<file path="src/rtl/regfile_cmd_sequencer_pkg.sv">
// Shared definitions for the register-file command sequencer, the control
// unit and the register file: widths, register count, op codes, FSM states.
package regfile_cmd_sequencer_pkg;

    localparam int DATA_W   = 16;
    localparam int ADDR_W   = 3;
    localparam int NUM_REGS = 4;

    typedef enum logic [1:0] {
        OP_MOV   = 2'b00,
        OP_SWAP  = 2'b01,
        OP_LOADI = 2'b10,
        OP_CLR   = 2'b11
    } op_e;

    typedef enum logic [2:0] {
        ST_IDLE  = 3'd0,
        ST_CHECK = 3'd1,
        ST_READ  = 3'd2,
        ST_WR1   = 3'd3,
        ST_WR2   = 3'd4,
        ST_DONE  = 3'd5,
        ST_ERR   = 3'd6
    } state_e;

    // True when the address selects one of the implemented registers.
    function automatic logic addr_legal(input logic [ADDR_W-1:0] addr);
        return (addr < ADDR_W'(NUM_REGS));
    endfunction

    // True for ops that read a source register.
    function automatic logic op_uses_src(input op_e op);
        return (op == OP_MOV) || (op == OP_SWAP);
    endfunction

endpackage

</file>
<file path="src/rtl/regfile_cmd_sequencer.sv">
// Command-driven initiator for the 4-entry register file. Accepts one
// MOV/SWAP/LOADI/CLR at a time, sequences read/write cycles on the register
// file ports and reports completion (done) or an illegal address (err).
module regfile_cmd_sequencer
    import regfile_cmd_sequencer_pkg::*;
(
    input  logic              clk,
    input  logic              rst,
    input  logic              cmd_valid,
    output logic              cmd_ready,
    input  logic [1:0]        cmd_op,
    input  logic [ADDR_W-1:0] cmd_src,
    input  logic [ADDR_W-1:0] cmd_dst,
    input  logic [DATA_W-1:0] cmd_imm,
    output logic              done,
    output logic              err,
    output logic              rf_write,
    output logic [ADDR_W-1:0] rf_wr_addr,
    output logic [DATA_W-1:0] rf_wr_data,
    output logic [ADDR_W-1:0] rf_rd_addr_a,
    output logic [ADDR_W-1:0] rf_rd_addr_b,
    input  logic [DATA_W-1:0] rf_rd_data_a,
    input  logic [DATA_W-1:0] rf_rd_data_b,
    output logic              rf_register_dis
);

    state_e            state_r, state_nxt_s;
    op_e               op_r;
    logic [ADDR_W-1:0] src_r, dst_r;
    logic [DATA_W-1:0] imm_r;
    logic [DATA_W-1:0] hold_a_r, hold_b_r;
    // Last driven addresses/data, so the ports hold value outside READ/WR.
    logic [ADDR_W-1:0] rd_addr_a_r, rd_addr_b_r, wr_addr_r;
    logic [DATA_W-1:0] wr_data_r;

    logic              cmd_accept_s;
    logic              cmd_legal_s;
    logic [DATA_W-1:0] wr1_data_s;
    logic              wr_en_s;
    logic [ADDR_W-1:0] wr_addr_s, rd_addr_a_s, rd_addr_b_s;
    logic [DATA_W-1:0] wr_data_s;

    assign cmd_ready       = (state_r == ST_IDLE) && !rst;
    assign cmd_accept_s    = cmd_valid && cmd_ready;
    assign done            = (state_r == ST_DONE);
    assign err             = (state_r == ST_ERR);
    // Gating with rst keeps a reset landing mid-write from corrupting the file.
    assign rf_write        = wr_en_s && !rst;
    assign rf_wr_addr      = wr_addr_s;
    assign rf_wr_data      = wr_data_s;
    assign rf_rd_addr_a    = rd_addr_a_s;
    assign rf_rd_addr_b    = rd_addr_b_s;
    assign rf_register_dis = 1'b0;

    // Next-state and per-state port decode from the state and latched command.
    always_comb begin
        state_nxt_s = state_r;
        wr_en_s     = 1'b0;
        wr_addr_s   = wr_addr_r;
        wr_data_s   = wr_data_r;
        rd_addr_a_s = rd_addr_a_r;
        rd_addr_b_s = rd_addr_b_r;
        cmd_legal_s = addr_legal(dst_r) && (!op_uses_src(op_r) || addr_legal(src_r));

        case (op_r)
            OP_MOV, OP_SWAP: wr1_data_s = hold_a_r;
            OP_LOADI:        wr1_data_s = imm_r;
            OP_CLR:          wr1_data_s = {DATA_W{1'b0}};
            default:         wr1_data_s = {DATA_W{1'b0}};
        endcase

        case (state_r)
            ST_IDLE: begin
                if (cmd_accept_s) begin
                    state_nxt_s = ST_CHECK;
                end else begin
                    state_nxt_s = ST_IDLE;
                end
            end
            ST_CHECK: begin
                if (!cmd_legal_s) begin
                    state_nxt_s = ST_ERR;
                end else if (op_uses_src(op_r)) begin
                    state_nxt_s = ST_READ;
                end else begin
                    state_nxt_s = ST_WR1;
                end
            end
            ST_READ: begin
                rd_addr_a_s = src_r;
                rd_addr_b_s = dst_r;
                state_nxt_s = ST_WR1;
            end
            ST_WR1: begin
                wr_en_s   = 1'b1;
                wr_addr_s = dst_r;
                wr_data_s = wr1_data_s;
                if (op_r == OP_SWAP) begin
                    state_nxt_s = ST_WR2;
                end else begin
                    state_nxt_s = ST_DONE;
                end
            end
            ST_WR2: begin
                wr_en_s     = 1'b1;
                wr_addr_s   = src_r;
                wr_data_s   = hold_b_r;
                state_nxt_s = ST_DONE;
            end
            ST_DONE: state_nxt_s = ST_IDLE;
            ST_ERR:  state_nxt_s = ST_IDLE;
            default: state_nxt_s = ST_IDLE;
        endcase
    end

    // State, command capture, read-data hold and last-driven port registers.
    always_ff @(posedge clk) begin
        if (rst) begin
            state_r     <= ST_IDLE;
            op_r        <= OP_MOV;
            src_r       <= {ADDR_W{1'b0}};
            dst_r       <= {ADDR_W{1'b0}};
            imm_r       <= {DATA_W{1'b0}};
            hold_a_r    <= {DATA_W{1'b0}};
            hold_b_r    <= {DATA_W{1'b0}};
            rd_addr_a_r <= {ADDR_W{1'b0}};
            rd_addr_b_r <= {ADDR_W{1'b0}};
            wr_addr_r   <= {ADDR_W{1'b0}};
            wr_data_r   <= {DATA_W{1'b0}};
        end else begin
            state_r <= state_nxt_s;
            if (cmd_accept_s) begin
                op_r  <= op_e'(cmd_op);
                src_r <= cmd_src;
                dst_r <= cmd_dst;
                imm_r <= cmd_imm;
            end
            if (state_r == ST_READ) begin
                hold_a_r    <= rf_rd_data_a;
                hold_b_r    <= rf_rd_data_b;
                rd_addr_a_r <= rd_addr_a_s;
                rd_addr_b_r <= rd_addr_b_s;
            end
            if (wr_en_s) begin
                wr_addr_r <= wr_addr_s;
                wr_data_r <= wr_data_s;
            end
        end
    end

endmodule

</file>
<file path="config.mk">
export PLATFORM = sky130hd
export DESIGN_NAME = regfile_cmd_sequencer
export DESIGN_NICKNAME = d
export VERILOG_FILES = /design/src/rtl/regfile_cmd_sequencer_pkg.sv /design/src/rtl/regfile_cmd_sequencer.sv
export SDC_FILE = /design/constraint.sdc
export NUM_CORES = 1
export LEC_CHECK = 0
export ABC_AREA = 1
export CAP_MARGIN = 10
export CORE_ASPECT_RATIO = 0.7
export CORE_MARGIN = 2
export CORE_UTILIZATION = 40
export DETAILED_ROUTE_END_ITERATION = 12
export GPL_TIMING_DRIVEN = 0
export MAX_ROUTING_LAYER = met4
export PLACE_DENSITY_LB_ADDON = 0.12
export SETUP_SLACK_MARGIN = 0.1
export SYNTH_ARGS = -nofsm -noshare
export SYNTH_HDL_FRONTEND = slang
export SYNTH_SLANG_ARGS = --single-unit
export TNS_END_PERCENT = 10
</file>
<file path="constraint.sdc">
create_clock -name clk -period 2.97 [get_ports clk]
set_clock_uncertainty 0.15 [all_clocks]
set_input_delay 0.4455 -clock clk [delete_from_list [all_inputs] [get_ports clk]]
set_output_delay 0.4455 -clock clk [all_outputs]
set_load 0.02 [all_outputs]
</file>
==> impl_metrics.env <==
export IMPL_critPathTopFamily="buffers and inverters"
export IMPL_drt_iter0_markers=341
export IMPL_cp_required_ns=2.37
export IMPL_end_kind="output port"
export IMPL_antennaDiodeCount=0
export IMPL_synth_seq_cells=84
export IMPL_drc=0
export IMPL_synthMuxAreaShare=0
export IMPL_hp_class="in -> reg"
export IMPL_worst_pin_slew_ns=0.550
export IMPL_cap_violations=0
export IMPL_ant_nets=0
export IMPL_cts_num_sinks=84
export IMPL_clock_latency_ns=0.34
export IMPL_final_cell_mix="nand2_1, nand3_1, clkdlybuf4s50_1"
export IMPL_grt_use_total=0.226
export IMPL_final_setup_worst_slack_ns=0.159
export IMPL_avgSynthCellArea_um2=7.03
export IMPL_holdPathStages=3
export IMPL_slew_violations=0
export IMPL_root_buffer="clkbuf_16"
export IMPL_synth_simple_gate_area_share=0.383
export IMPL_worst_path_max_fanout=10
export IMPL_netlist_top_cells_area="dfxtp_1, nand3_1, nand2_1"
export IMPL_r2r_slack_ns=1.29
export IMPL_outcome="completed"
export IMPL_cpMaxStageDelayCell="clkdlybuf4s50_1"
export IMPL_coreArea_mm2=0.00900
export IMPL_die_x_um=118
export IMPL_wirelength_mm=10.8
export IMPL_die_area_mm2=0.00996
export IMPL_rr_startpoint="state_r[2]"
export IMPL_synth_xor_area_frac=0
export IMPL_finalCritPeriodShare=0.946
export IMPL_synth_compound_area_frac=0.0600
export IMPL_rsz0062_at_grt="true"
export IMPL_fill_cells=912
export IMPL_routedWlPerCell_um=14.5
export IMPL_p_leak_nw=2.27
export IMPL_p_per_area_mw_per_mm2=831
export IMPL_pin_count=89
export IMPL_num_rows=29
export IMPL_vias=3668
export IMPL_pre_cts_ws_ns=-0.147
export IMPL_timing_hold_worst_endpoint="src_r[2]"
export IMPL_synthAdderAreaFrac=0
export IMPL_cts_buffers=9
export IMPL_synth_top_cell_area_share=0.459
export IMPL_critical_path_cell_chain="buf_4 -> inv_2 -> nand3_2 -> buf_4 -> nand3_1 -> nand3_1 -> clkdlybuf4s50_1"
export IMPL_firstDrtPassIters=4
export IMPL_synth_cell_types=23
export IMPL_arrival_ns=2.22
export IMPL_syn_nets=581
export IMPL_hold_viol=0
export IMPL_synth_area_leader_cell="dfxtp_1"
export IMPL_synth_top_family_by_area="simple AND/OR/NAND/NOR gates"
export IMPL_multiInputGateArea_mm2=0.00164
export IMPL_hpwl_mm=8.20
export IMPL_yosysWarnings=0
export IMPL_whs_ns=0.289
export IMPL_holdCritStartpoint="cmd_valid"
export IMPL_seqCellArea_mm2=0.00168
export IMPL_cts_tree="done"
export IMPL_fp_dieH_um=84.1
export IMPL_nets=678
export IMPL_portBuffers=86
export IMPL_synthCells=522
export IMPL_synth_area_mm2=0.00367
export IMPL_grt_max_degree=15
export IMPL_final_common_cell="nand2_1"
export IMPL_grt_pass1_vias=3404
export IMPL_r2r_end="wr_data_r[15]"
export IMPL_path_class="reg -> out"
export IMPL_seq_area_frac_synth=0.459
export IMPL_grt_overflow_total=0
export IMPL_cp_start_kind="flip-flop"
export IMPL_cts_htree_levels=3
export IMPL_irDropWorstVdd_mv=0.349
export IMPL_drive_gt1_frac=0.0913
export IMPL_r2r_cells=8
export IMPL_globalplace_congestion=0.884
export IMPL_crit_buf_inv=4
export IMPL_cts_setup_buffers=0
export IMPL_antenna_found_initial=0
export IMPL_vias_per_cell=4.90
export IMPL_clk_path_buf_depth=2
export IMPL_initial_core_util=0.408
export IMPL_final_min_clock_period_ns=2.81
export IMPL_relSlewSlack=0.633
export IMPL_grt_pass1_wl_mm=17.1
export IMPL_syn_to_final_growth_pct=37.0
export IMPL_fmaxAchievable_mhz=356
export IMPL_slowest_delay_ns=0.57
export IMPL_clkTransAtPathRegs_ns=0.06
export IMPL_setup_viol=0
-- cell type report --
type	instances	area share
timing repair buffer	86	0.171
multi-input combinational	360	0.326
buffer	38	0.0413
inverter	40	0.0306
sequential	84	0.335
clock buffer	11	0.0483
tap	124	0.0309
clock inverter	5	0.0169
-- report_power, final --
group	switching [mW]	internal (mW)
Combinational	0.910	0.551
Sequential	0.139	1.35
Clock	0.458	0.762
-- cell usage after synthesis (all sizes together) --
| library cell | n |
|---|---|
| nand2 | 159 |
| nand3 | 136 |
| dfxtp | 84 |
| inv | 39 |
| a21oi | 37 |
| buf | 28 |
| nor2 | 16 |
| clkbuf | 10 |
| o21ai | 7 |
| nor3 | 3 |
| clkinv | 1 |
| conb | 1 |
| nand4 | 1 |
-- how the worst max path moves through the flow --
stage | from | to | slack [ns] | depth (start not counted)
after floorplan | state_r[0] | done | 1.11 | 3
after global placement | rst | rf_write | -0.12 | 5
after detailed placement | rst | rf_write | -0.15 | 5
after CTS | state_r[1] | rf_rd_addr_b[1] | 0.09 | 7
after global routing | state_r[2] | rf_wr_data[15] | 0.06 | 7
final | state_r[2] | rf_wr_data[15] | 0.16 | 7
-- registers in the layout, summed over array words and instances (netlist names), 16 cells and up --
name       cells
imm_r         16
hold_a_r      16
wr_data_r     16
hold_b_r      16
-- through the flow --
step | TNS (ns) | area (um^2) | utilization | power, mW | instances
finish | 0 | 5020 | 0.558 | 4.17 | 748
global route | 0 | 5020 | 0.558 | 4.40 | 748
CTS | 0 | 5020 | 0.558 | 4.17 | 748
detailed placement | -0.147 | 4680 | 0.520 | 2.95 | 732
global placement | -0.121 | 4680 | 0.520 | 2.92 | 732
floorplan | 0 | 3670 | - | 2.42 | 522
-- routing by layer --
layer,GRT usage,vias up,part of all wire
li1,-,1885,-
met1,0.316,1657,0.50
met2,0.324,114,0.42
met3,0.0553,12,0.068
met4,0.0628,0,0.012
met5,-,-,0
-- logic make-up after synthesis --
kind of cell,count (synthesis)
buffers and inverters,78
AND/OR/NAND/NOR,315
other,1
AO/OA/AOI/OAI,44
flip-flops,84
-- worst reg2reg max path, delay by kind of cell, from the launching register on --
kind | cells | cell delay (ns)
flip-flops | 1 | 0.30
AND/OR/NAND/NOR | 4 | 0.54
buffers and inverters | 4 | 0.58
-- timing repair --
action,CTS,global route
gates cloned,0,0
setup endpoints to repair,3,19
hold buffers,0,0
gates resized for setup,3,2
No activity file was read; power rests on OpenSTA's default activity.
